### src/rtl/adc_sample_packer.sv
// Packs multi-lane ADC sample beats into ADC_DWIDTH words with a one-cycle valid pulse.
// Optional ramp test source is enabled by defining ADC_PACKER_TEST_PATTERN_EN.
module adc_sample_packer #(
    parameter int SAMPLE_WIDTH = 16,
    parameter int LANES        = 4,
    parameter int ADC_DWIDTH   = 256
) (
    input  logic                          clk_i,
    input  logic                          reset_ni,
    input  logic                          capture_en_i,
    input  logic [LANES*SAMPLE_WIDTH-1:0] sample_data_i,
    input  logic                          sample_valid_i,
`ifdef ADC_PACKER_TEST_PATTERN_EN
    input  logic                          test_mode_i,
`endif
    output logic [ADC_DWIDTH-1:0]         adc_data_o,
    output logic                          adc_data_valid_o,
    output logic [31:0]                   word_count_o
);

    localparam int BW = SAMPLE_WIDTH * LANES;
    localparam int R  = ADC_DWIDTH / BW;
    localparam int PW = (R > 1) ? $clog2(R) : 1;

    logic [PW-1:0]         phase_r;
    logic [ADC_DWIDTH-1:0] asm_r;
    logic [ADC_DWIDTH-1:0] adc_data_r;
    logic                  valid_r;
    logic [31:0]           count_r;
    logic                  cap_d_r;

    logic                  cap_start_s;
    logic                  accept_s;
    logic                  last_phase_s;
    logic                  emit_s;
    logic [BW-1:0]         beat_s;
    logic [ADC_DWIDTH-1:0] word_s;

    assign cap_start_s  = capture_en_i && !cap_d_r;
    assign accept_s     = capture_en_i && sample_valid_i;
    assign last_phase_s = (phase_r == PW'(R - 1));
    assign emit_s       = accept_s && last_phase_s;

`ifdef ADC_PACKER_TEST_PATTERN_EN
    logic [SAMPLE_WIDTH-1:0] ramp_r;
    logic [SAMPLE_WIDTH-1:0] ramp_base_s;

    // A capture start restarts the ramp at zero for the beat accepted on that same edge.
    assign ramp_base_s = cap_start_s ? {SAMPLE_WIDTH{1'b0}} : ramp_r;

    // Beat source select: live samples or the ramp pattern.
    always_comb begin
        beat_s = sample_data_i;
        if (test_mode_i) begin
            for (int l = 0; l < LANES; l++) begin
                beat_s[l*SAMPLE_WIDTH +: SAMPLE_WIDTH] = ramp_base_s + SAMPLE_WIDTH'(l);
            end
        end else begin
            beat_s = sample_data_i;
        end
    end

    // Ramp state, advancing by LANES per accepted test-mode beat.
    always_ff @(posedge clk_i or negedge reset_ni) begin
        if (!reset_ni) begin
            ramp_r <= {SAMPLE_WIDTH{1'b0}};
        end else if (accept_s && test_mode_i) begin
            ramp_r <= ramp_base_s + SAMPLE_WIDTH'(LANES);
        end else begin
            ramp_r <= ramp_base_s;
        end
    end
`else
    assign beat_s = sample_data_i;
`endif

    // Merge the incoming beat into its slot of the partially assembled word.
    always_comb begin
        word_s = asm_r;
        word_s[int'(phase_r)*BW +: BW] = beat_s;
    end

    // Phase, assembly and output word registers.
    always_ff @(posedge clk_i or negedge reset_ni) begin
        if (!reset_ni) begin
            cap_d_r    <= 1'b0;
            phase_r    <= {PW{1'b0}};
            asm_r      <= {ADC_DWIDTH{1'b0}};
            adc_data_r <= {ADC_DWIDTH{1'b0}};
            valid_r    <= 1'b0;
        end else begin
            cap_d_r <= capture_en_i;
            valid_r <= 1'b0;
            if (!capture_en_i) begin
                // Partial word is dropped; output word is held.
                phase_r <= {PW{1'b0}};
                asm_r   <= {ADC_DWIDTH{1'b0}};
            end else if (sample_valid_i) begin
                if (last_phase_s) begin
                    phase_r    <= {PW{1'b0}};
                    asm_r      <= {ADC_DWIDTH{1'b0}};
                    adc_data_r <= word_s;
                    valid_r    <= 1'b1;
                end else begin
                    phase_r <= phase_r + PW'(1);
                    asm_r   <= word_s;
                end
            end else begin
                phase_r <= phase_r;
            end
        end
    end

    // Saturating word counter, cleared on capture start.
    always_ff @(posedge clk_i or negedge reset_ni) begin
        if (!reset_ni) begin
            count_r <= 32'd0;
        end else if (cap_start_s) begin
            count_r <= emit_s ? 32'd1 : 32'd0;
        end else if (emit_s && (count_r != 32'hFFFF_FFFF)) begin
            count_r <= count_r + 32'd1;
        end else begin
            count_r <= count_r;
        end
    end

    assign adc_data_o       = adc_data_r;
    assign adc_data_valid_o = valid_r;
    assign word_count_o     = count_r;

endmodule
### config.mk
export PLATFORM = sky130hd
export DESIGN_NAME = adc_sample_packer
export DESIGN_NICKNAME = d
export VERILOG_FILES = /design/src/rtl/adc_sample_packer.sv
export SDC_FILE = /design/constraint.sdc
export NUM_CORES = 1
export LEC_CHECK = 0
export CORE_ASPECT_RATIO = 0.9
export CORE_UTILIZATION = 40
export DETAILED_ROUTE_END_ITERATION = 10
export PLACE_DENSITY = 0.68
export RECOVER_POWER = 100
export SYNTH_ARGS = -nofsm -noshare
export SYNTH_HDL_FRONTEND = slang
export SYNTH_SLANG_ARGS = --single-unit
### constraint.sdc
create_clock -name clk_i -period 3.29 [get_ports clk_i]
set_clock_uncertainty 0.1 [all_clocks]
set_input_delay 0.987 -clock clk_i [delete_from_list [all_inputs] [get_ports clk_i]]
set_output_delay 0.987 -clock clk_i [all_outputs]
set_load 0.01 [all_outputs]
==> metrics.md, run 1 <==
| Metric | Value |
|---|---|
| R2r setup slk | `280 ps` |
| DR WL/cell | `23.4 µm` |
| Total power per unit cell area | `629 nW/µm²` |
| Via count | `18300` |
| Clock Pin Slew Worst Setup and Hold Paths | `60 ps` |
| Count leader, synth | `dfrtp_1` |
| Area leader, netlist | `dfrtp_1` |
| Buffers on Ports | `356` |
| Synthesized flop and latch total | `548` |
| GPL Wtd Cong | `0.850` |
| WP data required | `3720 ps` |
| CTS buffer count | `54` |
| Post-synth EDFFs | `0` |
| Crit path max-delay family | `buffers and inverters` |
| Final count of negative-setup-slack endpoints | `0` |
| Maximum clock insertion buffer count | `3` |
| Insertion delay to the later sink of the worst-skew pair | `600 ps` |
| RR Endpoint | `adc_data_o[9]$_DFFE_PN0P_` |
| DR pass1 iterations | `5` |
| Layout cells sized above 1 | `0.0654` |
| Syn Area/Cell | `11.1 µm²` |
| Cts repair resizes | `0` |
| Hold_buf cts | `0` |
| Dpl hpwl | `42500 µm` |
| RSZ-0062 raised after global routing | `no` |
| Clk sinks | `548` |
| Asr flop ratio synth | `1.00` |
| CP Launch Type | `input port` |
| Worst setup endpoint | `adc_data_o[9]$_DFFE_PN0P_` |
| Synth top area share | `0.612` |
| Final #Nets | `2328` |
| Critical Path AT | `3540 ps` |
| Hold Vio Cnt, Final | `0` |
| Met3 usage | `0.0427` |
| Die extent in x | `252 µm` |
| Total Routing Usage GR | `0.249` |
| Measured slew at the worst slew-check pin | `1950 ps` |
| Die area | `57000 µm²` |
| Filler cell count | `4771` |
| Register area share after synthesis | `0.612` |
| Reg-to-reg startpoint | `phase_r[0]$_DFFE_PN0P_` |
| CP max-delay cell | `dlygate4sd3_1` |
| Cell Area, Placed | `26700 µm²` |
| Top cells by area, synth | `dfrtp_1, a221oi_1, a22o_1` |
| Critical Path Start | `capture_en_i` |
| Final Cycle Share | `0.946` |
| Core region area | `54800 µm²` |
| Peak VDD IR | `400 µV` |
| Yosys Warn Count | `0` |
| Max Slew Vio Count | `58` |
| Minimum clock period | `3110 ps` |
| GRT Residual Overflow | `0` |
| Diodes inserted | `0` |
| Met1 Usage GRT | `0.355` |
| Worst path bufs/invs | `3` |
| Vias in the first global route | `18100` |
| First-pass GRT wire length | `110000 µm` |
| Synthesized area | `22400 µm²` |
| Hold path cells | `1` |
| Area Growth Syn to Fin | `26.1%` |
| Clk root buf | `clkbuf_16` |
| Synth Net Count | `2101` |
| Fmax | `321 MHz` |
| # rows | `81` |
| Top cells by count, synth | `dfrtp_1, nor2_1, a221oi_1, a22o_1, clkbuf_1` |
| Post-Route WL | `71000 µm` |
| CP endpoint kind | `register` |
| LEAKAGE | `13.3 nW` |
| Initial antenna violation count | `1` |
| Sum Neg Setup Slack | `0 ps` |
| Violated checks | `max-capacitance violations, max-slew violations` |
| Synthesized netlist cell count | `2026` |
| Worst Hold Class | `reg -> reg` |
| Worst-path fanout max | `211` |
| Worst path depth | `6` |
| DR iter-0 viols | `1834` |
| Grt peak-use layer | `met2` |
| Starting Density | `0.409` |
| Distinct cells, synth | `47` |
| CTS tree | `yes` |
| Crit path kind | `in -> reg` |
| # DRC | `0` |
| Largest net degree at the start of global routing | `212` |
| Max-cap violations | `1` |
| Finished Cell Area | `28300 µm²` |
| # H-tree levels | `2` |
| Post-CTS Setup Repair Bufs | `0` |
| Met2 capacity usage during global routing | `0.386` |
| Largest stage delay, worst path | `550 ps` |
| Cells on worst reg2reg path | `6` |
| Leading register cell type out of synthesis | `dfrtp_1` |
| Via-to-Cell Ratio | `6.03` |
| Crit-path cells | `dlygate4sd3_1 -> nand3_1 -> buf_12 -> buf_4 -> a221oi_1 -> nor2_1` |
| Ports | `357` |
| Hold Path Origin | `asm_r[194]$_DFFE_PN0P_` |
| Antenna Nets Post-Route | `0` |
| Status | `finished, violations left` |
| Slew HR | `-0.298` |
| Die Y | `227 µm` |
[cells by family (layout without fill, tap and decap cells)]
group                      after synthesis  count (layout)  synth area share
and+or+nand+nor                        643             643             0.121
AOI/OAI and AO/OA                      574             574             0.215
muxes                                    2               2          0.000893
DFF                                    548             548             0.612
xor gates and xnor gates                 2               2          0.000782
adders and majority gates                7               7           0.00391
buffers and inverters                  250             519            0.0467
[worst register-to-register path, delay by kind of cell, from the launching register on]
family	cells	cell delay (ps)
buf+inv	2	1510
flops	1	500
simple gates	2	370
fa+ha+maj	1	330
compound gates	1	120
[how the worst min path moves through the flow]
| stage | endpoint | slack (ps) |
|---|---|---|
| finish | asm_r[194]$_DFFE_PN0P_ | 400 |
| global route | asm_r[119]$_DFFE_PN0P_ | 410 |
| CTS | word_count_o[15]$_DFFE_PN0P_ | 240 |
| detailed placement | asm_r[23]$_DFFE_PN0P_ | 380 |
| global placement | asm_r[26]$_DFFE_PN0P_ | 380 |
| floorplan | asm_r[191]$_DFFE_PN0P_ | 370 |
[flip-flops by register name, summed over array words and instances (netlist names)]
name	flops
phase_r	2
adc_data_valid_o	1
cap_d_r	1
adc_data_o	256
asm_r	256
word_count_o	32
[routing by layer]
metal | vias to the layer above | part of all wire
li1 | 7869 | -
met1 | 9491 | 0.43
met2 | 857 | 0.47
met3 | 128 | 0.076
met4 | 2 | 0.027
met5 | - | 0.00015
[stage by stage]
| step | std cells | worst slack, ps | utilization | hold WS [ps] | total power [mW] |
|---|---|---|---|---|---|
| 2_1_floorplan | 2026 | 831 | - | 366 | 9.57 |
| 3_3_place_gp | 2944 | 60.0 | 0.486 | 382 | 12.0 |
| 3_5_place_dp | 2944 | 35.6 | 0.486 | 382 | 12.1 |
| 4_1_cts | 3042 | 478 | 0.519 | 242 | 18.3 |
| 5_1_grt | 3042 | 171 | 0.515 | 410 | 18.5 |
| 6_report | 3042 | 179 | 0.515 | 397 | 17.8 |
[where the power goes]
| group | switching [mW] | internal, mW | leakage [nW] |
|---|---|---|---|
| sequential | 0.624 | 7.59 | 7.43 |
| combinational | 1.75 | 1.60 | 5.05 |
| clock | 2.64 | 3.58 | 0.870 |
| total | 5.01 | 12.8 | 13.3 |
[cell usage in the layout (no fill, tap or decap), drive strengths merged, types with 5 or more instances in the layout]
cell             n
or3             21
clkdlybuf4s50   65
a22o           256
and3             7
or4              5
a21oi           25
and2             5
inv              8
dlygate4sd3    290
nor4             6
ha               7
dfrtp          548
nand3           15
nand4           14
clkbuf         115
nand2           18
clkinv           7
nor2           527
nor2b            9
nor3             6
o21ai           27
a221oi         257
buf             30
[layout make-up]
| class | instances | area (µm²) | share of cell area |
|---|---|---|---|
| Clock buffer | 87 | 1690 | 0.0598 |
| Multi-Input combinational cell | 1228 | 7670 | 0.271 |
| Tap cell | 747 | 935 | 0.0331 |
| Timing Repair Buffer | 413 | 4120 | 0.146 |
| Inverter | 8 | 37.5 | 0.00133 |
| Sequential cell | 548 | 13700 | 0.485 |
| Clock inverter | 11 | 91.3 | 0.00323 |
(Power assumes the default switching activity.)
==> run 2: changes to the inputs <==
--- a/config.mk
+++ b/config.mk
@@ -5,9 +5,12 @@
 export SDC_FILE = /design/constraint.sdc
 export NUM_CORES = 1
 export LEC_CHECK = 0
+export CAP_MARGIN = 20
 export CORE_ASPECT_RATIO = 0.9
+export CORE_MARGIN = 2
 export CORE_UTILIZATION = 40
 export DETAILED_ROUTE_END_ITERATION = 10
+export GPL_TIMING_DRIVEN = 0
 export PLACE_DENSITY = 0.68
 export RECOVER_POWER = 100
 export SYNTH_ARGS = -nofsm -noshare
==> run 2 against run 1 <==
Against the previous run: the run now ends clean; clock power rose by 11%; critical path type unchanged; power rose by 3.8%; critical path depth rose by 2; final area rose by 0.78%; largest cell class unchanged; highest routed layer is now met4; die area rose by 1.7%; core utilization fell by 0.23 points; wire length rose by 7.5%; combinational power barely moved; non-clock buffer count rose by 131; global-route usage rose by 1.3 points; sequential share of layout area fell by 0.38 points.
==> metrics.md, run 2 (same netlist as run 1, synthesis figures left out) <==
| Metric | Value |
|---|---|
| Pre-CTS WS | `-1110 ps` |
| Insertion delay to the later sink of the worst-skew pair | `600 ps` |
| Area of the multi-input gates | `7660 µm²` |
| Worst Hold Class | `in -> async` |
| First-pass GRT wire length | `116000 µm` |
| Initial antenna violation count | `3` |
| Critical Path AT | `3600 ps` |
| Final count of negative-setup-slack endpoints | `0` |
| Largest net degree at the start of global routing | `119` |
| Status | `finished clean` |
| Hold Vio Cnt, Final | `0` |
| CP Launch Type | `input port` |
| DR iter-0 viols | `1547` |
| DR pass1 iterations | `6` |
| Dpl hpwl | `53200 µm` |
| Total Routing Usage GR | `0.262` |
| Finished Cell Area | `28500 µm²` |
| LEAKAGE | `13.5 nW` |
| Minimum clock period | `3210 ps` |
| Post-Route WL | `76400 µm` |
| Most frequent cells in the layout | `dfrtp_1, nor2_1, dlygate4sd3_1` |
| Core region area | `55500 µm²` |
| Die Y | `229 µm` |
| Clk sinks | `548` |
| Commonest non-fill, non-tap cell in the layout | `dfrtp_1` |
| Cell Area, Placed | `26500 µm²` |
| R2r setup slk | `120 ps` |
| WP data required | `3670 ps` |
| Maximum clock insertion buffer count | `3` |
| Filler cell count | `4884` |
| GRT Residual Overflow | `0` |
| Tot Pwr | `18.5 mW` |
| GPL Wtd Cong | `0.872` |
| Total power per unit cell area | `648 nW/µm²` |
| Slew HR | `0.250` |
| Die area | `57900 µm²` |
| Via count | `18600` |
| Layout cells sized above 1 | `0.0745` |
| Measured slew at the worst slew-check pin | `1130 ps` |
| Final Cycle Share | `0.976` |
| # DRC | `0` |
| CTS tree | `yes` |
| Buffers on Ports | `291` |
| Via-to-Cell Ratio | `5.85` |
| Die extent in x | `254 µm` |
| Fmax | `311 MHz` |
| # rows | `82` |
| Worst-path fanout max | `10` |
| Max Slew Vio Count | `0` |
| Max-cap violations | `0` |
| Final #Nets | `2461` |
| # H-tree levels | `2` |
| Starting Density | `0.404` |
| Peak VDD IR | `439 µV` |
| Sequential cell area | `13700 µm²` |
| Area Growth Syn to Fin | `27.0%` |
| Antenna Nets Post-Route | `0` |
| DR WL/cell | `24.0 µm` |
| CP endpoint kind | `register` |
| Vias in the first global route | `18700` |
| Setup WS post-layout | `79.5 ps` |
| Hold_buf cts | `0` |
| Clk root buf | `clkbuf_16` |
| CTS buffer count | `56` |
| Clock Pin Slew Worst Setup and Hold Paths | `70 ps` |
| Crit path kind | `in -> reg` |
| Ports | `357` |
==> run 2: timing repair <==
item,4_1_cts,5_1_grt
buffers inserted,0,0
setup endpoints to repair,204,142
cloned,0,0
resized for setup,10,14
==> run 2: final cells by class <==
cell class,instances,area share
repair buffers,303,0.110
plain buffers,241,0.0354
flip-flops and latches,548,0.482
inverters,8,0.00110
diodes,2,0.000176
well taps,756,0.0332
clock buffers,79,0.0572
multi-input cells,1228,0.269
clock inverters,23,0.0127
==> run 2: critical path: stages <==
cell             delay [ps]
clkdlybuf4s50_1         480
clkbuf_2                240
nand3_2                 250
buf_4                   320
clkbuf_2                360
clkbuf_1                330
a221oi_1                520
nor2_1                   80
==> run 2: routing by layer <==
layer | part of all wire | wire length [µm] | GRT usage
met5 | 0 | 0 | 0
met4 | 0.031 | 2400 | 0.0891
met3 | 0.081 | 6150 | 0.0621
met2 | 0.46 | 35400 | 0.408
met1 | 0.42 | 32400 | 0.361
==> run 2: report_power, final <==
| part | total, mW | switching (mW) | internal [mW] |
|---|---|---|---|
| Combinational | 3.39 | 1.82 | 1.58 |
| Sequential | 8.17 | 0.579 | 7.59 |
| Clock | 6.89 | 2.74 | 4.15 |
==> run 2: stage by stage <==
| step | setup TNS [ps] | hold WS (ps) | instances | utilization |
|---|---|---|---|---|
| detailed placement | -256020 | 381 | 3084 | 0.477 |
| global route | -1260 | 305 | 3186 | 0.513 |
| floorplan | 0 | 366 | 2026 | - |
| finish | 0 | 258 | 3188 | 0.513 |
| global placement | - | 382 | 3073 | 0.473 |
| CTS | 0 | 278 | 3185 | 0.514 |
==> run 2: worst paths after layout <==
kind,start,end,depth (start not counted)
min in group clk_i,asm_r[16]$_DFFE_PN0P_,asm_r[16]$_DFFE_PN0P_,1
setup reg to reg,phase_r[0]$_DFFE_PN0P_,asm_r[25]$_DFFE_PN0P_,8
hold / removal,reset_ni,word_count_o[15]$_DFFE_PN0P_,1
max in group asynchronous,reset_ni,adc_data_o[98]$_DFFE_PN0P_,4
hold reg to reg,asm_r[16]$_DFFE_PN0P_,asm_r[16]$_DFFE_PN0P_,1
setup / recovery,capture_en_i,adc_data_o[165]$_DFFE_PN0P_,8
==> run 3: changes to the inputs <==
--- a/config.mk
+++ b/config.mk
@@ -8,10 +8,10 @@
 export CAP_MARGIN = 20
 export CORE_ASPECT_RATIO = 0.9
 export CORE_MARGIN = 2
-export CORE_UTILIZATION = 40
+export CORE_UTILIZATION = 54
 export DETAILED_ROUTE_END_ITERATION = 10
 export GPL_TIMING_DRIVEN = 0
-export PLACE_DENSITY = 0.68
+export PLACE_DENSITY = 0.86
 export RECOVER_POWER = 100
 export SYNTH_ARGS = -nofsm -noshare
 export SYNTH_HDL_FRONTEND = slang
==> run 3 against run 2 <==
Against the previous run: wire length shrank 4.1%; maximum frequency shrank 0.76%; largest cell class unchanged; combinational power grew 1%.
==> metrics.md, run 3 (same netlist as run 1, synthesis figures left out) <==
| Metric | Value |
|---|---|
| Maximum clock insertion buffer count | `3` |
| Via-to-Cell Ratio | `6.51` |
| CTS tree | `yes` |
| Die Y | `197 µm` |
| Reg-to-reg startpoint | `phase_r[0]$_DFFE_PN0P_` |
| # rows | `70` |
| Critical Path AT | `3640 ps` |
| Final #Nets | `2459` |
| Vias in the first global route | `19000` |
| Layout cells sized above 1 | `0.0693` |
| Worst-path fanout max | `10` |
| Most used cell, CP | `clkbuf_2` |
| Die extent in x | `219 µm` |
| Dpl hpwl | `50100 µm` |
| Final count of negative-setup-slack endpoints | `0` |
| Diodes inserted | `0` |
| Buffers on Ports | `291` |
| DR WL/cell | `24.7 µm` |
| RR Endpoint | `adc_data_o[172]$_DFFE_PN0P_` |
| Fmax | `309 MHz` |
| Starting Density | `0.549` |
| CP max-delay cell | `dlygate4sd3_1` |
| RSZ-0062 raised after global routing | `yes` |
| CP Launch Type | `input port` |
| Commonest non-fill, non-tap cell in the layout | `dfrtp_1` |
| CTS buffer count | `53` |
| Slew HR | `0.249` |
| Most frequent cells in the layout | `dfrtp_1, nor2_1, dlygate4sd3_1` |
| Area Growth Syn to Fin | `24.9%` |
| Initial antenna violation count | `1` |
| Hold_buf cts | `0` |
| Measured slew at the worst slew-check pin | `1130 ps` |
| Largest net degree at the start of global routing | `132` |
| CP endpoint kind | `register` |
| Setup WS post-layout | `55.0 ps` |
| Core region area | `40800 µm²` |
| Final Cycle Share | `0.983` |
| First-pass GRT wire length | `111000 µm` |
| Insertion delay to the later sink of the worst-skew pair | `610 ps` |
| Crit path kind | `in -> reg` |
| Cells on worst reg2reg path | `8` |
| Max-cap violations | `0` |
| Total Routing Usage GR | `0.338` |
| Status | `finished clean` |
| LEAKAGE | `13.4 nW` |
| Pre-CTS WS | `-840 ps` |
| Clk root buf | `clkbuf_16` |
| Total power per unit cell area | `639 nW/µm²` |
| # H-tree levels | `2` |
| Hold Vio Cnt, Final | `0` |
| Ports | `357` |
| GRT Residual Overflow | `0` |
| Via count | `19300` |
| Clk sinks | `548` |
| Minimum clock period | `3240 ps` |
| Clock Pin Slew Worst Setup and Hold Paths | `60 ps` |
| DR pass1 iterations | `8` |
| WP data required | `3690 ps` |
| Crit-path cells | `dlygate4sd3_1 -> clkbuf_2 -> nand3_2 -> buf_4 -> clkbuf_2 -> clkbuf_1 -> a221oi_1 -> nor2_1` |
| Largest stage delay, worst path | `550 ps` |
| Die area | `43200 µm²` |
| Post-Route WL | `73200 µm` |
| Crit path max-delay family | `buffers and inverters` |
| GPL Wtd Cong | `0.872` |
| Tot Pwr | `17.9 mW` |
| Max Slew Vio Count | `0` |
| Antenna Nets Post-Route | `0` |
| Filler cell count | `2928` |
| Worst Hold Class | `in -> async` |
| # DRC | `0` |
| R2r setup slk | `170 ps` |
| Worst path bufs/invs | `5` |
| DR iter-0 viols | `2216` |
| Peak VDD IR | `562 µV` |
-- run 3: cell types whose count changed in the layout (fill, tap and decap cells not counted), moves of 3 or more --
cell / previous run / this run
clkbuf_1: 136 / 141
clkbuf_16: 57 / 53
clkbuf_8: 12 / 9
bufinv_16: 9 / 6
clkinvlp_4: 2 / 6
buf_2: 24 / 29
clkbuf_2: 29 / 23
-- run 3: how the worst max path moves through the flow --
stage | startpoint | endpoint | slack (ps) | cells past startpoint
3_3_place_gp | reset_ni | adc_data_o[34]$_DFFE_PN0P_ | -21890 | 1
3_5_place_dp | capture_en_i | adc_data_o[126]$_DFFE_PN0P_ | -840 | 8
6_report | capture_en_i | adc_data_o[112]$_DFFE_PN0P_ | 50 | 8
2_1_floorplan | capture_en_i | word_count_o[0]$_DFFE_PN0P_ | 830 | 7
5_1_grt | phase_r[0]$_DFFE_PN0P_ | adc_data_o[138]$_DFFE_PN0P_ | -20 | 8
4_1_cts | capture_en_i | adc_data_o[196]$_DFFE_PN0P_ | 40 | 9
-- run 3: final cells by class --
type | instances | area, µm² | share of cell area
flip-flops and latches | 548 | 13700 | 0.490
repair buffers | 304 | 3140 | 0.112
multi-input cells | 1228 | 7660 | 0.274
clock buffers | 72 | 1490 | 0.0531
inverters | 8 | 31.3 | 0.00112
clock inverters | 23 | 295 | 0.0105
plain buffers | 241 | 996 | 0.0356
well taps | 540 | 676 | 0.0241
-- run 3: report_power, final --
group	internal, mW	switching [mW]	total (mW)
Clock	3.64	2.67	6.31
Sequential	7.59	0.563	8.15
Combinational	1.58	1.87	3.44
Total	12.8	5.10	17.9
-- run 3: per-stage QoR --
| stage | instances | setup TNS, ps | hold WS [ps] | utilization | cell area [µm²] |
|---|---|---|---|---|---|
| 2_1_floorplan | 2026 | 0 | 366 | - | 22400 |
| 6_report | 2964 | 0 | 259 | 0.686 | 28000 |
| 5_1_grt | 2964 | -15.2 | 278 | 0.686 | 28000 |
| 3_3_place_gp | 2857 | - | 382 | 0.637 | 26000 |
| 4_1_cts | 2960 | 0 | 270 | 0.686 | 28000 |
| 3_5_place_dp | 2866 | -194530 | 381 | 0.642 | 26200 |
-- run 3: routing by layer --
metal  GRT usage  share of wire  vias up
li1            -              -     8149
met1       0.454           0.39     9848
met2       0.517           0.46     1115
met3      0.0939           0.11      187
met4       0.149          0.044        2
met5           0        0.00016        -
-- run 3: timing repair --
action                     CTS  global route
setup buffers                0             3
gates cloned                 0             0
setup endpoints to repair  203           125
gates resized for setup      4             5
